**src/rtl/mult_pkg.sv**
```systemverilog
// Shared definitions for the shift-add multiplier: FSM state encoding and counter sizing.
package mult_pkg;

    typedef enum logic [1:0] {
        ST_IDLE = 2'd0,
        ST_CALC = 2'd1,
        ST_DONE = 2'd2
    } mult_state_e;

    // Ceiling log2 for elaboration-time sizing; returns 0 for value <= 1.
    function automatic int unsigned clog2(input int unsigned value);
        int unsigned r;
        r = 0;
        for (int i = 0; i < 32; i++) begin
            if ((64'd1 << i) < 64'(value)) begin
                r = 32'(i) + 1;
            end
        end
        return r;
    endfunction

    // The step counter must be able to hold 0..width.
    function automatic int unsigned cnt_width(input int unsigned width);
        return clog2(width + 1);
    endfunction

endpackage

```
**src/rtl/shift_add_datapath.sv**
```systemverilog
// Accumulator, shifted multiplicand and multiplier registers with the shift-add adder.
// Signed operand handling is built only when MULT_SIGNED_EN is defined.
module shift_add_datapath
    import mult_pkg::*;
#(
    parameter int unsigned WIDTH = 8
) (
    input  logic               clk,
    input  logic               rst_n,
    input  logic               load,
    input  logic               step,
    input  logic [WIDTH-1:0]   a,
    input  logic [WIDTH-1:0]   b,
    input  logic               signed_mode,
    output logic [2*WIDTH-1:0] prod_c
);

    localparam int unsigned PW = 2 * WIDTH;

    logic [PW-1:0]    acc_q;
    logic [PW-1:0]    mcand_q;
    logic [WIDTH-1:0] mplier_q;
    logic [PW-1:0]    acc_nxt;
    logic [WIDTH-1:0] a_mag;
    logic [WIDTH-1:0] b_mag;

    // Accumulator value after the current step; on the last step this is the magnitude product.
    always_comb begin
        acc_nxt = acc_q + (mplier_q[0] ? mcand_q : '0);
    end

`ifdef MULT_SIGNED_EN
    logic neg_q;
    logic neg_nxt;

    // Magnitudes as WIDTH-bit unsigned values, so the most-negative operand maps to 2**(WIDTH-1).
    always_comb begin
        a_mag   = (signed_mode && a[WIDTH-1]) ? (~a + WIDTH'(1)) : a;
        b_mag   = (signed_mode && b[WIDTH-1]) ? (~b + WIDTH'(1)) : b;
        neg_nxt = signed_mode && (a[WIDTH-1] ^ b[WIDTH-1]);
        prod_c  = neg_q ? (~acc_nxt + PW'(1)) : acc_nxt;
    end

    always_ff @(posedge clk or negedge rst_n) begin
        if (!rst_n) begin
            neg_q <= 1'b0;
        end else if (load) begin
            neg_q <= neg_nxt;
        end
    end
`else
    logic unused_signed;

    assign unused_signed = signed_mode;
    assign a_mag         = a;
    assign b_mag         = b;
    assign prod_c        = acc_nxt;
`endif

    // Load clears the accumulator; each step adds and shifts one multiplier bit.
    always_ff @(posedge clk or negedge rst_n) begin
        if (!rst_n) begin
            acc_q    <= '0;
            mcand_q  <= '0;
            mplier_q <= '0;
        end else if (load) begin
            acc_q    <= '0;
            mcand_q  <= PW'(a_mag);
            mplier_q <= b_mag;
        end else if (step) begin
            acc_q    <= acc_nxt;
            mcand_q  <= mcand_q << 1;
            mplier_q <= mplier_q >> 1;
        end
    end

endmodule

```
**src/rtl/param_shift_add_mult.sv**
```systemverilog
// Sequential shift-add multiplier: IDLE/CALC/DONE control around shift_add_datapath.
// Define MULT_SIGNED_EN to enable two's-complement operands selected by i_SIGNED.
module param_shift_add_mult
    import mult_pkg::*;
#(
    parameter int unsigned WIDTH = 8
) (
    input  logic               i_CLK,
    input  logic               i_RESET,
    input  logic               i_START,
    input  logic [WIDTH-1:0]   i_A,
    input  logic [WIDTH-1:0]   i_B,
    input  logic               i_SIGNED,
    output logic [2*WIDTH-1:0] o_Y,
    output logic               o_DONE,
    output logic               o_BUSY
);

    localparam int unsigned PW = 2 * WIDTH;
    localparam int unsigned CW = cnt_width(WIDTH);

    mult_state_e   state_q;
    mult_state_e   state_nxt;
    logic [CW-1:0] cnt_q;
    logic [CW-1:0] cnt_nxt;
    logic          accept_c;
    logic          last_c;
    logic          busy_nxt;
    logic          done_nxt;
    logic [PW-1:0] y_nxt;
    logic [PW-1:0] prod_c;

    assign accept_c = (state_q != ST_CALC) && i_START;
    assign last_c   = (state_q == ST_CALC) && (cnt_q == CW'(WIDTH - 1));

    shift_add_datapath #(
        .WIDTH(WIDTH)
    ) u_datapath (
        .clk        (i_CLK),
        .rst_n      (i_RESET),
        .load       (accept_c),
        .step       (state_q == ST_CALC),
        .a          (i_A),
        .b          (i_B),
        .signed_mode(i_SIGNED),
        .prod_c     (prod_c)
    );

    // State, counter and registered outputs.
    always_ff @(posedge i_CLK or negedge i_RESET) begin
        if (!i_RESET) begin
            state_q <= ST_IDLE;
            cnt_q   <= '0;
            o_Y     <= '0;
            o_DONE  <= 1'b0;
            o_BUSY  <= 1'b0;
        end else begin
            state_q <= state_nxt;
            cnt_q   <= cnt_nxt;
            o_Y     <= y_nxt;
            o_DONE  <= done_nxt;
            o_BUSY  <= busy_nxt;
        end
    end

    // Next state; DONE accepts a new start exactly like IDLE, CALC ignores it.
    always_comb begin
        state_nxt = ST_IDLE;
        cnt_nxt   = cnt_q;
        case (state_q)
            ST_IDLE: begin
                if (i_START) begin
                    state_nxt = ST_CALC;
                    cnt_nxt   = '0;
                end
            end
            ST_CALC: begin
                cnt_nxt   = cnt_q + 1'b1;
                state_nxt = last_c ? ST_DONE : ST_CALC;
            end
            ST_DONE: begin
                if (i_START) begin
                    state_nxt = ST_CALC;
                    cnt_nxt   = '0;
                end
            end
            default: begin
                state_nxt = ST_IDLE;
                cnt_nxt   = '0;
            end
        endcase
    end

    // Output values for the next cycle; the product is captured only on entry to DONE.
    always_comb begin
        busy_nxt = (state_nxt == ST_CALC);
        done_nxt = (state_nxt == ST_DONE);
        y_nxt    = o_Y;
        if (last_c) begin
            y_nxt = prod_c;
        end
    end

endmodule

```
**config.mk**
```make
export PLATFORM = sky130hd
export DESIGN_NAME = param_shift_add_mult
export DESIGN_NICKNAME = d
export VERILOG_FILES = /design/src/rtl/mult_pkg.sv /design/src/rtl/shift_add_datapath.sv /design/src/rtl/param_shift_add_mult.sv
export SDC_FILE = /design/constraint.sdc
export NUM_CORES = 1
export LEC_CHECK = 0
export ABC_AREA = 1
export ABC_CLOCK_PERIOD_IN_PS = 3300
export CAP_MARGIN = 40
export CORE_UTILIZATION = 30
export DETAILED_ROUTE_END_ITERATION = 10
export DONT_BUFFER_PORTS = 1
export HOLD_SLACK_MARGIN = 0.02
export PLACE_DENSITY = 0.54
export RECOVER_POWER = 100
export SLEW_MARGIN = 15
export SYNTH_ARGS = -nofsm -noshare
export SYNTH_HDL_FRONTEND = slang
export SYNTH_SLANG_ARGS = --single-unit
```
**constraint.sdc**
```tcl
create_clock -name i_CLK -period 3.3 [get_ports i_CLK]
set_input_delay 0.66 -clock i_CLK [delete_from_list [all_inputs] [get_ports i_CLK]]
set_output_delay 0.66 -clock i_CLK [all_outputs]
set_load 0.01 [all_outputs]
```
==> summary.txt <==
CRITICAL PATH
-------------------------------------------------------------------------------
Crit Path Class                                                      reg -> reg
Worst setup slack for register-to-register paths                         700 ps
RR Endpoint                                                        o_Y[6]$_DFFE_PN0P_
Element type at the critical path start                                    flop
Data arrival time at the worst-slack endpoint                           2870 ps
Required arrival time at the worst endpoint                             3570 ps
Worst reg2reg path depth                                                      7
Endpoint class of the critical path                                        flop
Startpoint of the worst-slack reg-to-reg timing path               state_q[0]$_DFF_PN0_
Maximum net fanout on the critical path                                      29

LOGIC SYNTHESIS
-------------------------------------------------------------------------------
Number of library cell types mapped by synthesis                             32
Syn Inst Count                                                              461
Post-synthesis sequential area ratio                                      45.3%
Synthesized area per cell                                            7.67 sq um
Synthesis warning total                                                       0
Flop and latch count out of synthesis                                        64
Syn Nets                                                                    498
Synth Cell Area                                                    0.00354 sq mm

CLOCKING
-------------------------------------------------------------------------------
Number of sinks handled by clock tree synthesis                              64
Longest Clk Path Bufs                                                         2
Hold buffers post-CTS                                                         1
CTS tree                                                                   done
Root Buffer                                                        sky130_fd_sc_hd__clkbuf_16
Cts bufs inserted                                                             9
Number of resized instances in the post-cts repair step                       0
Insertion delay to the later sink of the worst-skew pair                 340 ps
Worst-path clk slew                                                       60 ps
Maximum level of the CTS H-tree                                               3
Count of buffers added by post-CTS timing repair for setup                    0

DRT
-------------------------------------------------------------------------------
Antenna-violating nets left                                                   0
Routed wire length                                                 7850 microns
Mean routed wirelength per cell                                    12.9 microns
Number of vias per cell                                                    4.52
Total vias in the final route                                             2,746
Drc violations                                                                0
Number of DRC markers after the initial detailed-route iteration            133
DRT Pass-1 Iters                                                              4

TIMING
-------------------------------------------------------------------------------
Final worst-path cycle share                                              78.9%
Actual slew at the worst max-slew pin                                   1590 ps
Min Clock Period, post-route                                            2600 ps
Clock Skew                                                              9.90 ps
Count of final setup violators                                                0
Number of hold violations in the final report                                 0
Tightest slew margin relative to the limit                               -5.96%
Post-Route Setup TNS                                                       0 ps
Pins over their slew limit                                                   65
Achievable Freq                                                       0.384 GHz
Unrepaired setup endpoints after global routing                              no

POWER AND IR DROP
-------------------------------------------------------------------------------
Leakage power total                                                     2.18 nW
Power density over the cells                                        848 mW/mm^2
IR Drop Worst-Case VDD                                               0.000411 V
Total design power                                                      3.33 mW

CELLS AND AREA
-------------------------------------------------------------------------------
Leading cell types in the layout, fill and taps excluded           182 x sky130_fd_sc_hd__nand2_1, 73 x sky130_fd_sc_hd__inv_1, 64 x sky130_fd_sc_hd__dfrtp_1, 29 x sky130_fd_sc_hd__nand3_1, 16 x sky130_fd_sc_hd__ha_1
Fill cells                                                                1,181
ANT cells                                                                     0
Layout Area Growth over Synthesis                                         11.0%
Footprint of the multi-input gates                                 0.00154 sq mm
Ratio of cells with drive above 1 in the final layout                     5.16%
Seq. cell area                                                     0.00160 sq mm
Leading cell type in the layout, fill and taps excluded            sky130_fd_sc_hd__nand2_1
Layout net count                                                            497

GLOBAL ROUTE
-------------------------------------------------------------------------------
Total GRT Usage                                                           14.0%
Maximum number of pins on one net before global-route repair                 65
Antenna violations before repair                                              0
First-pass GRT wire length                                         13,700 microns
Number of global-route vias before repair                                 2,780
Total global routing overflow                                                 0

FLOORPLAN
-------------------------------------------------------------------------------
Initial standard-cell utilization of the core                             30.8%
Die Outline Area                                                   0.0122 sq mm
Standard-cell row count                                                      39
Vertical extent of the die                                          111 microns
Count of pins on the block boundary                                          38
Core area                                                          0.0115 sq mm
Die width                                                           111 microns

JOB
-------------------------------------------------------------------------------
Number of max-capacitance violations reported                                 1

RUN STATUS
-------------------------------------------------------------------------------
Run status                                                         finished, violations left
Violations in the final reports                                    capacitance limit, slew limit

WORST HOLD PATH
-------------------------------------------------------------------------------
Count of cells along the worst hold path                                      2
Path class of the lowest-slack min-delay path                         in -> reg
Hold Crit Endpoint                                                 u_datapath.mplier_q[3]$_DFFE_PN0P_
Hold wc startpoint                                                       i_B[3]

PLACED DESIGN
-------------------------------------------------------------------------------
IO buf count                                                                  0
Global placement routability congestion                                   0.820
HPWL Detailed                                                      5390 microns

[Yosys cell counts (all sizes together)]
cell | instances | share of area (%)
nand2 | 182 | 20
nand3b | 4 | 0.85
o22ai | 8 | 1.4
nor2 | 14 | 1.6
nand3 | 29 | 4.1
xor2 | 4 | 0.99
clkbuf | 2 | 0.21
a22o | 1 | 0.25
a21oi | 7 | 0.99
buf | 11 | 2.3
o221ai | 7 | 1.7
o21ai | 17 | 2.4
nand4 | 1 | 0.18
dfrtp | 64 | 45
xnor2 | 2 | 0.50
inv | 75 | 8.1
nor3 | 3 | 0.42
or2 | 6 | 1.1
fa | 1 | 0.57
o211ai | 6 | 1.3
ha | 16 | 5.7
and2 | 1 | 0.18
[area by class of cell]
cell class	count	area share [%]
tap	143	4.56
inverter	75	7.30
clock inverter	4	1.31
timing repair buffer	1	0.127
clock buffer	12	6.79
multi-input combinational	309	39.1
sequential	64	40.8
[critical path, cell delays in order, from the launching register on]
cell,delay [ps]
sky130_fd_sc_hd__dfrtp_1,380
sky130_fd_sc_hd__inv_1,50
sky130_fd_sc_hd__or2_4,360
sky130_fd_sc_hd__inv_4,250
sky130_fd_sc_hd__nand2_1,550
sky130_fd_sc_hd__inv_1,640
sky130_fd_sc_hd__nand3_1,200
sky130_fd_sc_hd__nand2_1,100
[registers in the layout, summed over array words and instances, names as in the netlist]
name and count:
o_DONE 1, state_q 2, cnt_q 4, o_Y 16
u_datapath.acc_q 16, u_datapath.mcand_q 16, u_datapath.mplier_q 8, o_BUSY 1
[power by group]
part	switching [mW]	internal [mW]	leakage [nW]
registers	0.257	1.08	0.833
clock network	0.348	0.646	0.155
logic	0.633	0.361	1.19
[kinds of logic after synthesis]
group / share of synthesized area [%]
simple gates: 28.3
buf+inv: 10.7
flops: 45.3
compound gates: 8.07
fa+ha+maj: 6.23
xor+xnor: 1.49
[how the worst max path moves through the flow]
| stage | cells after the start | endpoint | slack [ps] | start |
|---|---|---|---|---|
| final | 7 | o_Y[6]$_DFFE_PN0P_ | 700 | state_q[0]$_DFF_PN0_ |
| after global placement | 11 | o_Y[6]$_DFFE_PN0P_ | 980 | u_datapath.mplier_q[0]$_DFFE_PN0P_ |
| after detailed placement | 11 | o_Y[6]$_DFFE_PN0P_ | 960 | u_datapath.mplier_q[0]$_DFFE_PN0P_ |
| after global routing | 7 | o_Y[6]$_DFFE_PN0P_ | 400 | state_q[0]$_DFF_PN0_ |
| after CTS | 11 | o_Y[6]$_DFFE_PN0P_ | 950 | u_datapath.mplier_q[0]$_DFFE_PN0P_ |
| after floorplan | 13 | o_Y[6]$_DFFE_PN0P_ | 1130 | u_datapath.mplier_q[0]$_DFFE_PN0P_ |
[layer usage]
| metal | GRT usage [%] | up-vias | routed length (microns) |
|---|---|---|---|
| met5 | 0 | - | 0 |
| met4 | 6.04 | 0 | 119 |
| met3 | 4.06 | 8 | 377 |
| met1 | 18.4 | 1257 | 3780 |
| li1 | - | 1446 | - |
| met2 | 21.6 | 35 | 3570 |
[per-stage QoR]
stage / worst slack [ps] / std cells / cell area, sq um / hold WS [ps] / utilization (%)
global route: 405 / 608 / 3930 / 448 / 34.2
detailed placement: 961 / 591 / 3620 / 368 / 31.6
CTS: 952 / 608 / 3970 / 209 / 34.6
finish: 698 / 608 / 3930 / 443 / 34.2
global placement: 976 / 591 / 3620 / 368 / 31.6
floorplan: 1130 / 461 / 3540 / 364 / -
Note: power is estimated with default switching activity, not from simulation.
